===== config.mk =====
export PLATFORM = sky130hd
export DESIGN_NAME = ansi_csi_parser_flat
export DESIGN_NICKNAME = d
export VERILOG_FILES = /design/src/rtl/ansi_csi_parser_if.sv /design/src/rtl/ansi_csi_parser.sv /design/src/flat_wrapper.sv
export SDC_FILE = /design/constraint.sdc
export NUM_CORES = 1
export LEC_CHECK = 0
export ABC_AREA = 1
export CORE_MARGIN = 10
export CORE_UTILIZATION = 50
export DETAILED_ROUTE_END_ITERATION = 8
export PLACE_DENSITY = 0.72
export SYNTH_ARGS = -nofsm -noshare
export SYNTH_HDL_FRONTEND = slang
export SYNTH_SLANG_ARGS = --single-unit

===== constraint.sdc =====
create_clock -name clk -period 3.5 [get_ports clk]
set_clock_uncertainty 0.15 [all_clocks]
set_input_delay 0.875 -clock clk [delete_from_list [all_inputs] [get_ports clk]]
set_output_delay 0.875 -clock clk [all_outputs]
set_load 0.02 [all_outputs]

===== src/rtl/ansi_csi_parser_if.sv =====
// Byte-in / command-out bundle for the CSI escape parser.
// master drives bytes and observes results; slave is the parser.
interface ansi_csi_parser_if #(
   parameter int NUM_PARAMS = 2,
   parameter int PARAM_W    = 8
);
   logic                          in_valid;
   logic [7:0]                    in;
   logic                          cmd_valid;
   logic [4:0]                    cmd_code;
   logic [NUM_PARAMS*PARAM_W-1:0] param;
   logic [3:0]                    param_cnt;
   logic                          err;
   logic                          busy;

   modport master (
      output in_valid, in,
      input  cmd_valid, cmd_code, param,
      input  param_cnt, err, busy
   );

   modport slave (
      input  in_valid, in,
      output cmd_valid, cmd_code, param,
      output param_cnt, err, busy
   );
endinterface


===== src/rtl/ansi_csi_parser.sv =====
// Byte-serial ANSI CSI (ESC '[' params final) decoder.
// Define CSI_TIMEOUT_EN to abort open sequences after TIMEOUT_CYC idle cycles.
module ansi_csi_parser #(
   parameter int NUM_PARAMS  = 2,
   parameter int PARAM_W     = 8,
   parameter int TIMEOUT_CYC = 1024
) (
   input  logic               clk,
   input  logic               _rst,
   ansi_csi_parser_if.slave   bus
);

   localparam logic [PARAM_W-1:0] PMAX = '1;
   localparam logic [3:0] ILAST = 4'(NUM_PARAMS - 1);

   typedef enum logic [1:0] {
      IDLE,
      ESC,
      CSI
   } state_t;

   state_t state_q, state_n;

   logic [NUM_PARAMS-1:0][PARAM_W-1:0] acc_q, acc_n;
   logic [3:0] idx_q, idx_n;
   logic       seen_q, seen_n;
   logic       ovf_q, ovf_n;

   logic                          vld_q, vld_n;
   logic                          err_q, err_n;
   logic [4:0]                    code_q, code_n;
   logic [NUM_PARAMS*PARAM_W-1:0] prm_q, prm_n;
   logic [3:0]                    cnt_q, cnt_n;

   logic       is_digit;
   logic       is_final;
   logic [3:0] dval;
   logic [4:0] fin_code;
   logic [3:0] cur_cnt;

   function automatic logic [PARAM_W-1:0] sat_acc(
      input logic [PARAM_W-1:0] a,
      input logic [3:0]         d
   );
      logic [PARAM_W+3:0] s;
      s = {4'b0, a} * (PARAM_W + 4)'(10)
        + {{PARAM_W{1'b0}}, d};
      return (s > {4'b0, PMAX}) ? PMAX : s[PARAM_W-1:0];
   endfunction

   // 0 means "not a known command"
   function automatic logic [4:0] decode(
      input logic [7:0]         b,
      input logic [PARAM_W-1:0] p0
   );
      logic [4:0] c;
      case (b)
         8'h41:   c = 5'd1;
         8'h42:   c = 5'd2;
         8'h43:   c = 5'd3;
         8'h44:   c = 5'd4;
         8'h45:   c = 5'd5;
         8'h46:   c = 5'd6;
         8'h47:   c = 5'd7;
         8'h48:   c = 5'd8;
         8'h4A:   c = 5'd9;
         8'h4B:   c = 5'd10;
         8'h53:   c = 5'd11;
         8'h54:   c = 5'd12;
         8'h66:   c = 5'd13;
         8'h6D:   c = 5'd14;
         8'h73:   c = 5'd15;
         8'h75:   c = 5'd16;
         8'h7E:   c = (p0 == PARAM_W'(3)) ? 5'd17 : 5'd0;
         default: c = 5'd0;
      endcase
      return c;
   endfunction

`ifdef CSI_TIMEOUT_EN
   localparam int TW = $clog2(TIMEOUT_CYC + 1);
   logic [TW-1:0] tmo_q, tmo_n;
`endif

   assign is_digit = (bus.in >= 8'h30) && (bus.in <= 8'h39);
   assign is_final = (bus.in >= 8'h40) && (bus.in <= 8'h7E);
   assign dval     = bus.in[3:0];
   assign fin_code = decode(bus.in, acc_q[0]);
   // idx never passes the last field, so idx+1 is already capped
   assign cur_cnt  = seen_q ? (idx_q + 4'd1) : 4'd0;

   always_comb begin
      state_n = state_q;
      acc_n   = acc_q;
      idx_n   = idx_q;
      seen_n  = seen_q;
      ovf_n   = ovf_q;
      vld_n   = 1'b0;
      err_n   = 1'b0;
      code_n  = code_q;
      prm_n   = prm_q;
      cnt_n   = cnt_q;
`ifdef CSI_TIMEOUT_EN
      tmo_n   = tmo_q;
`endif

      if (bus.in_valid) begin
         unique case (state_q)
            IDLE: begin
               if (bus.in == 8'h1B)
                  state_n = ESC;
            end
            ESC: begin
               if (bus.in == 8'h5B) begin
                  state_n = CSI;
                  acc_n   = '0;
                  idx_n   = 4'd0;
                  seen_n  = 1'b0;
                  ovf_n   = 1'b0;
               end else if (bus.in != 8'h1B) begin
                  state_n = IDLE;
               end
            end
            CSI: begin
               unique case (1'b1)
                  is_digit: begin
                     seen_n = 1'b1;
                     for (int k = 0; k < NUM_PARAMS; k++)
                        if (!ovf_q && idx_q == 4'(k))
                           acc_n[k] = sat_acc(acc_q[k], dval);
                  end
                  (bus.in == 8'h3B): begin
                     seen_n = 1'b1;
                     if (idx_q == ILAST)
                        ovf_n = 1'b1;
                     else
                        idx_n = idx_q + 4'd1;
                  end
                  (bus.in == 8'h1B): begin
                     state_n = ESC;
                  end
                  is_final: begin
                     state_n = IDLE;
                     if (fin_code != 5'd0) begin
                        vld_n  = 1'b1;
                        code_n = fin_code;
                        prm_n  = acc_q;
                        cnt_n  = cur_cnt;
                     end else begin
                        err_n = 1'b1;
                     end
                  end
                  default: begin
                     state_n = IDLE;
                     err_n   = 1'b1;
                  end
               endcase
            end
            default: state_n = IDLE;
         endcase
      end

`ifdef CSI_TIMEOUT_EN
      // an accepted byte always wins over an expiring count
      if (bus.in_valid) begin
         tmo_n = '0;
      end else if (state_q != IDLE) begin
         if (tmo_q == TW'(TIMEOUT_CYC - 1)) begin
            state_n = IDLE;
            err_n   = 1'b1;
            tmo_n   = '0;
         end else begin
            tmo_n = tmo_q + TW'(1);
         end
      end
`endif
   end

   always_ff @(posedge clk or negedge _rst) begin
      if (!_rst) begin
         state_q <= IDLE;
         acc_q   <= '0;
         idx_q   <= 4'd0;
         seen_q  <= 1'b0;
         ovf_q   <= 1'b0;
         vld_q   <= 1'b0;
         err_q   <= 1'b0;
         code_q  <= 5'd0;
         prm_q   <= '0;
         cnt_q   <= 4'd0;
`ifdef CSI_TIMEOUT_EN
         tmo_q   <= '0;
`endif
      end else begin
         state_q <= state_n;
         acc_q   <= acc_n;
         idx_q   <= idx_n;
         seen_q  <= seen_n;
         ovf_q   <= ovf_n;
         vld_q   <= vld_n;
         err_q   <= err_n;
         code_q  <= code_n;
         prm_q   <= prm_n;
         cnt_q   <= cnt_n;
`ifdef CSI_TIMEOUT_EN
         tmo_q   <= tmo_n;
`endif
      end
   end

   assign bus.cmd_valid = vld_q;
   assign bus.err       = err_q;
   assign bus.cmd_code  = code_q;
   assign bus.param     = prm_q;
   assign bus.param_cnt = cnt_q;
   assign bus.busy      = (state_q != IDLE);

endmodule


===== src/flat_wrapper.sv =====
// flat-port wrapper written by rule: the top's interface ports become plain ports
module ansi_csi_parser_flat 
#(
   parameter int NUM_PARAMS  = 2,
   parameter int PARAM_W     = 8,
   parameter int TIMEOUT_CYC = 1024
)
  (clk, _rst, bus_in_valid, bus_in, bus_cmd_valid, bus_cmd_code, bus_param, bus_param_cnt, bus_err, bus_busy);
  ansi_csi_parser_if #(.NUM_PARAMS(NUM_PARAMS), .PARAM_W(PARAM_W)) bus_i ();
  input  logic clk;
  input  logic _rst;
  input wire logic [$bits(bus_i.in_valid)-1:0] bus_in_valid;
  input wire logic [$bits(bus_i.in)-1:0] bus_in;
  output wire logic [$bits(bus_i.cmd_valid)-1:0] bus_cmd_valid;
  output wire logic [$bits(bus_i.cmd_code)-1:0] bus_cmd_code;
  output wire logic [$bits(bus_i.param)-1:0] bus_param;
  output wire logic [$bits(bus_i.param_cnt)-1:0] bus_param_cnt;
  output wire logic [$bits(bus_i.err)-1:0] bus_err;
  output wire logic [$bits(bus_i.busy)-1:0] bus_busy;
  assign bus_i.in_valid = bus_in_valid;
  assign bus_i.in = bus_in;
  assign bus_cmd_valid = bus_i.cmd_valid;
  assign bus_cmd_code = bus_i.cmd_code;
  assign bus_param = bus_i.param;
  assign bus_param_cnt = bus_i.param_cnt;
  assign bus_err = bus_i.err;
  assign bus_busy = bus_i.busy;
  ansi_csi_parser #(.NUM_PARAMS(NUM_PARAMS), .PARAM_W(PARAM_W), .TIMEOUT_CYC(TIMEOUT_CYC)) u_core (.clk(clk), ._rst(_rst), .bus(bus_i));
endmodule

Word level (Yosys, flattened, before mapping)
Cells that the tools add are included.
{"block": "totals", "register_bits": 51, "latchBits": 0, "mem_bits_rw": 0, "mem_bits_ro": 0, "input_bits": 11, "output_inout_bits": 28, "memories": 0}
{"block": "op_classes", "addsub": 3, "n_mul": 2, "div_mod_pow": 0, "order_cmp": 6, "eq_ne": 36, "n_shift": 0, "muxes": 33, "bitwise": 0, "reduce_logical": 19}
{"cell": "$eq 8x7->1 const B", "n": 18}
{"cell": "$pmux 5 s17", "n": 1}
{"cell": "$mux 16", "n": 2}
{"cell": "$mux 8", "n": 4}
{"cell": "$pmux 16 s2", "n": 1}
{"cell": "$add 12x4->12", "n": 2}
{"cell": "$gt 12x8->1 const B", "n": 2}
{"cell": "$mul 8x3->11 const B", "n": 2}
{"cell": "$reduce_and 5->1", "n": 4}
{"cell": "$mux 4", "n": 4}
{"cell": "$ne 2x1->1 const B", "n": 7}
{"cell": "$reduce_and 4->1", "n": 3}
{"cell": "$mux 1", "n": 11}
{"cell": "$eq 8x2->1 const B", "n": 1}
{"cell": "$eq 8x5->1 const B", "n": 1}
{"cell": "$eq 8x6->1 const B", "n": 1}
{"cell": "$ge 8x6->1 const B", "n": 1}
{"cell": "$ge 8x7->1 const B", "n": 1}
{"cell": "$le 8x6->1 const B", "n": 1}
{"cell": "$le 8x7->1 const B", "n": 1}
{"cell": "$ne 8x5->1 const B", "n": 1}
{"cell": "$pmux 4 s2", "n": 1}
{"cell": "$mux 2", "n": 3}
{"cell": "$ne 2x2->1 const B", "n": 3}
{"cell": "17 further kinds", "n": 23}

Logic depth before layout (Yosys ltp)
Gate-level depths: netlist (run 1).
{"block": "depth", "depth_word": 8, "depth_mapped": 15}

Worst setup path before layout (run 1)
Ideal clock, no wire load.
{"block": "synth_timing", "kind": "reg2reg", "startpoint": "register u_core.acc_q[9] in the netlist's numbering", "endpoint": "register u_core.acc_q[10] in the netlist's numbering", "setup_ns": 0.117, "arrival_time_ns": 2.424, "t_required_ns": 3.233, "slack_ns": 0.809, "path_stages_with_launch": 15, "synth_period_minus_slack_ns": 2.691, "cell_sequence": "dfrtp_1 ha_1 ha_1 fa_1 nand2_1 nor2_1 nand2_1 nand2_1 nand2_1 o21bai_1 nand2_1 nor2_1 nand2_1 nand2_1 nand2_1"}
{"block": "synth_between", "elab_chain_cells": 7}
{"element": "from (decl)", "line": "ansi_csi_parser.sv:24", "text": "logic [NUM_PARAMS-1:0][PARAM_W-1:0] acc_q, acc_n;"}
{"element": "from (signal assigned)", "line": "ansi_csi_parser.sv:196", "text": "acc_q <= acc_n;"}
{"element": "$mul 8x3->11 *", "line": "ansi_csi_parser.sv:46", "text": "s = {4'b0, a} * (PARAM_W + 4)'(10)"}
{"element": "$add 12x4->12 *", "line": "ansi_csi_parser.sv:47", "text": "+ {{PARAM_W{1'b0}}, d};"}
{"element": "$gt 12x8->1", "line": "ansi_csi_parser.sv:48", "text": "return (s > {4'b0, PMAX}) ? PMAX : s[PARAM_W-1:0];"}
{"element": "$mux 8 *", "line": "ansi_csi_parser.sv:48"}
{"element": "$mux 8 *", "line": "ansi_csi_parser.sv:129", "text": "if (!ovf_q && idx_q == 4'(k))"}
{"element": "$mux 16 *", "line": "ansi_csi_parser.sv:125", "text": "unique case (1'b1)"}
{"element": "$pmux 16 s2 *", "line": "ansi_csi_parser.sv:108", "text": "unique case (state_q)"}
Mark *: on every way between the ends. The rest lies on a longest branch, timed or not. The select of a mux whose other input is x is not followed.
A chain may end at the register's enable or synchronous reset.

Worst setup path after layout (run 1)
{"block": "layout_timing", "startpoint": "input port bus_in[1]", "endpoint": "register u_core.acc_q[0] in the netlist's numbering"}
{"block": "layout_between", "elab_chain_cells": 6, "elab_cells_between_ends": 13, "classes_between": "add/sub: 1; order compare: 3; eq/ne: 3; mux: 4; reduce/logical: 2"}
{"element": "from (decl)", "line": "flat_wrapper.sv:13", "text": "input wire logic [$bits(bus_i.in)-1:0] bus_in;"}
{"element": "$add 12x4->12", "line": "ansi_csi_parser.sv:47"}
{"element": "$gt 12x8->1", "line": "ansi_csi_parser.sv:48"}
{"element": "$mux 8", "line": "ansi_csi_parser.sv:48"}
{"element": "$mux 8", "line": "ansi_csi_parser.sv:129"}
{"element": "$mux 16", "line": "ansi_csi_parser.sv:125"}
{"element": "$pmux 16 s2", "line": "ansi_csi_parser.sv:108"}
Parallel ways exist; a longest one is shown, timed or not. The select of a mux whose other input is x is not followed.

==> out/metrics.csv, run 1 <==
stage,metric,value,unit
layout,area growth from synthesis to layout,16.2,%
timing,Slew @ Worst Pin,575,ps
floorplanning,die area,0.0114,mm^2
grt,global route total overflow,0,
clock_network,TritonCTS clock tree,done,
floorplanning,Initial Util,51.7,%
layout,"commonest non-fill, non-tap cell in the layout",nand2_1,
grt,vias in the first global route,3149,
clock_network,Clock Pin Slew Worst Setup and Hold Paths,90,ps
grt,largest net degree at the start of global routing,27,
routing,DRT iter0 DRCs,228,
timing,endpoints failing hold,0,
pwr,PwrDens,280,mW/mm^2
routing,Pre-antenna DRT Iters,5,
pwr,switching share of power,29.7,%
clock_network,Hold Buf Count CTS,0,
pwr,Sw Pwr,0.362,mW
setup_path,crit-path max cell delay,570,ps
logic_synthesis,syn_nets,567,
logic_synthesis,"flops & latches, synth",51,
pwr,Max VDD drop,0.000141,V
logic_synthesis,combinational family with the most area after synthesis,simple AND/OR/NAND/NOR gates,
pwr,Clock Power Share,30.7,%
grt,initial antenna violation count,0,
clock_network,CTS Root Cell,clkbuf_8,
clock_network,clk_lat worst skew,300,ps
layout,Fillers,695,
timing,fmax,327,MHz
layout,share of post-route cells with drive strength above 1,5.70,%
setup_path,"Critical Path, Cell by Cell",clkdlybuf4s50_1 > ha_1 > inv_1 > fa_1 > o21ai_0 > nand3b_1 > nand3b_1 > nand4_1 > nand2_1 > nand2_1,
routing,via count,3407,
logic_synthesis,sequential cell area fraction in the yosys report,34.1,%
layout,register area,0.00128,mm^2
pwr,Comb pwr share,18.3,%
pwr,Overall Power,1.22,mW
setup_path,Critical Path Source Type,input pin,
place,dpl hpwl,6830,um
layout,multi-input logic area,0.00222,mm^2
setup_path,critical path capture point type,register,
pwr,Cell Int Power,0.858,mW
clock_network,# H-tree levels,2,
routing,vias per std cell,5.16,
routing,final wirelength,8630,um
floorplanning,I/O pin cnt,39,
pwr,Leakage Power,2.44,nW
clock_network,CTS-repair resized insts,0,
setup_path,crit-path leading delay family,simple AND/OR/NAND/NOR gates,
outcome,result of the run,finished clean,
pwr,sequential power share,51.0,%
logic_synthesis,Synth Area in Adders,14.5,%
logic_synthesis,Synth Area per Inst,7.28,um^2
timing,RSZ-0062 raised after global routing,no,
setup_path,WP buf/inv,2,
min_path,Hold Crit Class,reg -> reg,
logic_synthesis,multiplexer share of the synthesized area,0,%
setup_path,Worst EP required,3590,ps
grt,Total GRT Usage,15.2,%
layout,most frequent cells in the layout,"nand2_1 (189), nand3_1 (58), dfrtp_1 (51)",
logic_synthesis,post-synthesis compound-gate area fraction,5.11,%
logic_synthesis,xor/xnor share of the synthesized area,3.04,%
timing,setup tns final,0,ps
logic_synthesis,cell count after synthesis,515,
floorplanning,Die Ht,107,um
routing,DRC errors left,0,
timing,WHS,325,ps
logic_synthesis,Post-Synth Simple-Gate Area,36.7,%
logic_synthesis,Syn Std Cell Area,0.00375,mm^2
setup_path,WS Path Type,in -> reg,
timing,"Slew Viols, Final",0,
setup_path,Crit path arrival time,3150,ps
logic_synthesis,"Distinct cells, synth",31,
logic_synthesis,YS warnings,0,
timing,Period minus WS final,3060,ps
setup_path,CP Max Fanout,8,
grt,global-route wire length before repair,14600,um
layout,final net count,612,
floorplanning,Die Wd,107,um
floorplanning,num rows,31,
timing,Rel. slew slack,61.7,%
job,MaxCap Viol Count,0,
clock_network,clock buffers created by TritonCTS,5,
routing,wire per inst,13.1,um
clock_network,Post-CTS Setup Repair Bufs,0,
setup_path,CP max-delay cell,clkdlybuf4s50_1,
layout,n_diodes,0,
place,I/O Buffers,38,
clock_network,CTS Sinks,51,
clock_network,CTS max path bufs,2,
place,Routability Congestion,0.934,
timing,endpoints failing setup,0,
floorplanning,core footprint,0.00725,mm^2
routing,ANT nets after route,0,
timing,period utilisation layout,87.3,%
-- worst reg2reg max path, cell delays in order (launching register included) --
cell	delay (ps)
dfrtp_1	470
ha_1	330
ha_1	220
fa_1	540
nand2_1	80
nor2_1	90
nand2_1	60
nand2_1	70
nand2_1	80
o21bai_1	150
nand2_1	60
nor2_1	80
buf_4	160
nand2_1	60
nand2_1	50
nand2_1	60
-- final cells by class --
cell class	instances	share of cell area (%)
flip-flops and latches	51	29.3
repair buffers	46	10.0
well taps	99	2.84
multi-input cells	405	51.1
inverters	51	4.40
clock inverters	1	0.172
clock buffers	7	2.21
-- sequential cells by signal, summed over array words and instances (netlist names) --
signal	flops
u_core.bus.cmd_valid	1
u_core.idx_q	4
u_core.bus.err	1
u_core.bus.param	16
u_core.ovf_q	1
u_core.seen_q	1
u_core.state_q	2
u_core.bus.cmd_code	5
u_core.acc_q	16
u_core.bus.param_cnt	4
-- path summary, 6_finish.rpt --
kind                            slack (ps)                      to                   start  cells past startpoint
worst max-delay path                   440         u_core.acc_q[0]               bus_in[1]                     10
worst min-delay path                   320  u_core.bus.cmd_code[3]  u_core.bus.cmd_code[3]                      2
worst max register to register         670        u_core.acc_q[11]         u_core.acc_q[9]                     15
worst min register to register         320  u_core.bus.cmd_code[3]  u_core.bus.cmd_code[3]                      2
max in group asynchronous             2050         u_core.acc_q[1]                    _rst                      2
min in group asynchronous              410         u_core.idx_q[2]                    _rst                      1
-- power by group through the flow --
stage	registers, mW	logic, mW	clock network, mW
after detailed placement	0.632	0.222	0
after CTS	0.621	0.225	0.379
after floorplan	0.628	0.144	0
final	0.622	0.223	0.375
after global placement	0.631	0.217	0
after global routing	0.624	0.254	0.407
-- cells by family (layout without fill, tap and decap cells) --
group	after synthesis	after routing
and+or+nand+nor	319	319
buffers and inverters	59	105
DFF	51	51
adders and majority gates	41	41
AOI/OAI and AO/OA	32	32
xor gates and xnor gates	13	13
-- routing by layer --
metal	GRT usage [%]	routed length [um]	share of wire [%]
met3	2.57	386	4.5
met5	0	0	0
met1	19.2	3990	46
met2	25.6	4120	48
met4	5.13	136	1.6
-- synth_stat cells --
cell       number  area, um^2
nand2_1       189         709
nand3_1        58         290
dfrtp_1        51        1280
inv_1          48         180
nor2_1         42         158
ha_1           37         463
nand4_1        13        81.3
o21ai_0        12        60.1
a21oi_1        10        50.1
xor2_1          8        70.1
nand3b_1        5        37.5
xnor2_1         5        43.8
fa_1            4        80.1
o21bai_1        4        30.0
buf_6           3        33.8
clkbuf_1        3        11.3
nand3_2         3        30.0
nor2_4          3        33.8
buf_2           2        10.0
inv_2           2        7.51
nand2_2         2        12.5
nor2_2          2        12.5
a31o_2          1        8.76
a31oi_1         1        6.26
clkinv_1        1        3.75
nor3_1          1        5.00
o2111ai_1       1        8.76
o21ai_1         1        5.00
o21ai_4         1        16.3
o22ai_1         1        6.26
or2_2           1        6.26
-- stage by stage --
stage | utilization [%] | cell area [um^2] | std cells | worst slack (ps)
finish | 60.0 | 4360 | 660 | 444
floorplan | - | 3750 | 515 | 809
global route | 60.0 | 4360 | 660 | 259
global placement | 58.6 | 4250 | 652 | 227
detailed placement | 58.6 | 4250 | 652 | 129
CTS | 60.0 | 4360 | 660 | 440
No activity file was read; power rests on OpenSTA's default activity.
==> inputs of run 2 (changes only) <==
--- a/config.mk
+++ b/config.mk
@@ -9,7 +9,8 @@
 export CORE_MARGIN = 10
 export CORE_UTILIZATION = 50
 export DETAILED_ROUTE_END_ITERATION = 8
-export PLACE_DENSITY = 0.72
+export DONT_BUFFER_PORTS = 1
+export SKIP_LAST_GASP = 1
 export SYNTH_ARGS = -nofsm -noshare
 export SYNTH_HDL_FRONTEND = slang
 export SYNTH_SLANG_ARGS = --single-unit
==> run 2 against run 1 <==
Non-clock buffer count down 46. Flip-flop and latch count stayed put. Cell area shrank 9.6%. Die area unchanged. Sequential power hardly changed. Largest power group unchanged.
==> out/metrics.csv, run 2 (same netlist as run 1, synthesis figures left out) <==
stage,metric,value,unit
outcome,result of the run,finished clean,
timing,Slew @ Worst Pin,843,ps
place,dpl hpwl,6520,um
pwr,Leakage Power,2.28,nW
setup_path,WS Path Type,reg -> reg,
setup_path,CP Max Fanout,8,
grt,largest net degree at the start of global routing,52,
routing,wire per inst,13.8,um
grt,global-route wire length before repair,14700,um
timing,RSZ-0062 raised after global routing,no,
job,MaxCap Viol Count,0,
floorplanning,Die Wd,107,um
setup_path,register-to-register setup slack,540,ps
grt,vias in the first global route,3013,
setup_path,critical path capture point type,register,
floorplanning,core footprint,0.00725,mm^2
layout,"commonest non-fill, non-tap cell in the layout",nand2_1,
timing,setup tns final,0,ps
setup_path,reg2reg path depth,14,
layout,final net count,566,
timing,endpoints failing hold,0,
routing,final wirelength,8500,um
routing,ANT nets after route,0,
timing,Rel. slew slack,43.4,%
setup_path,Worst EP required,3560,ps
clock_network,Clock Pin Slew Worst Setup and Hold Paths,100,ps
clock_network,clk_lat worst skew,310,ps
floorplanning,die area,0.0114,mm^2
clock_network,Hold Buf Count CTS,0,
setup_path,RR Startpoint,u_core.acc_q[9],
routing,Pre-antenna DRT Iters,5,
layout,area growth from synthesis to layout,5.08,%
pwr,Max VDD drop,0.000188,V
setup_path,reg2reg end,u_core.acc_q[11],
routing,via count,3155,
floorplanning,num rows,31,
grt,Total GRT Usage,15.4,%
clock_network,Post-CTS Setup Repair Bufs,0,
layout,n_diodes,0,
floorplanning,I/O pin cnt,39,
routing,DRC errors left,0,
setup_path,Critical Path Source Type,register,
clock_network,CTS Root Cell,clkbuf_8,
timing,endpoints failing setup,0,
clock_network,CTS max path bufs,2,
layout,Final Core Density,54.3,%
clock_network,TritonCTS clock tree,done,
layout,most frequent cells in the layout,"nand2_1 (189), nand3_1 (58), dfrtp_1 (51)",
clock_network,# H-tree levels,2,
place,Routability Congestion,0.898,
timing,"Slew Viols, Final",0,
min_path,Hold Crit Class,in -> async,
timing,Period minus WS final,2960,ps
place,I/O Buffers,0,
layout,share of post-route cells with drive strength above 1,4.47,%
clock_network,CTS Sinks,51,
clock_network,CTS-repair resized insts,0,
clock_network,clock buffers created by TritonCTS,5,
pwr,PwrDens,315,mW/mm^2
timing,period utilisation layout,84.6,%
timing,fmax,338,MHz
grt,global route total overflow,0,
routing,vias per std cell,5.14,
grt,initial antenna violation count,0,
routing,DRT iter0 DRCs,107,
setup_path,Crit path arrival time,3020,ps
floorplanning,Initial Util,51.7,%
floorplanning,Die Ht,107,um
run 2: cell count changes in the layout (fill, tap and decap cells not counted), sizes merged:
| cell | delta |
|---|---|
| buf | -9 |
| bufinv | +1 |
| clkbuf | -1 |
| clkdlybuf4s50 | -37 |
| clkinvlp | -1 |
| inv | +1 |
run 2: worst max path at each step:
stage	from	endpoint	cells past startpoint	slack (ps)
after floorplan	u_core.acc_q[9]	u_core.acc_q[10]	14	810
after global placement	u_core.acc_q[9]	u_core.acc_q[11]	14	590
after detailed placement	u_core.acc_q[9]	u_core.acc_q[12]	14	540
after CTS	u_core.acc_q[9]	u_core.acc_q[9]	14	530
after global routing	u_core.acc_q[9]	u_core.acc_q[8]	14	260
final	u_core.acc_q[9]	u_core.acc_q[11]	14	540
run 2: critical path, stage by stage (launching register included):
cell      delay [ps]
dfrtp_1          470
ha_1             320
ha_1             220
fa_1             540
nand2_1           80
nor2_1            80
nand2_1           50
nand2_1           60
nand2_1           80
o21bai_1         150
nand2_1           60
nor2_1           360
nand2_1          100
nand2_1           80
nand2_1           50
run 2: where the power goes:
part | switching (mW) | leakage, nW | internal (mW)
sequential | 0.0162 | 0.710 | 0.604
clock | 0.206 | 0.0618 | 0.235
combinational | 0.125 | 1.51 | 0.0528
run 2: final cells by class:
type / instances / area [um^2]
flip-flops and latches: 51 / 1280
clock inverters: 2 / 38.8
well taps: 99 / 124
multi-input cells: 405 / 2220
clock buffers: 6 / 82.6
fillers: 741 / 3320
inverters: 51 / 191
run 2: per-layer routing:
metal	global-route usage, %	wire length [um]
met5	0	0
met4	4.26	102
met3	3.59	455
met2	24.8	3790
met1	20.2	4160
run 2: metrics by stage:
stage	std cells	hold slack (ps)	setup WS [ps]	instance area, um^2	total power, mW
2_1_floorplan	515	324	809	3750	0.772
3_3_place_gp	606	367	595	3820	0.806
6_report	614	93.8	539	3940	1.24
3_5_place_dp	606	377	545	3820	0.810
4_1_cts	614	89.4	529	3940	1.25
5_1_grt	614	76.1	261	3940	1.30
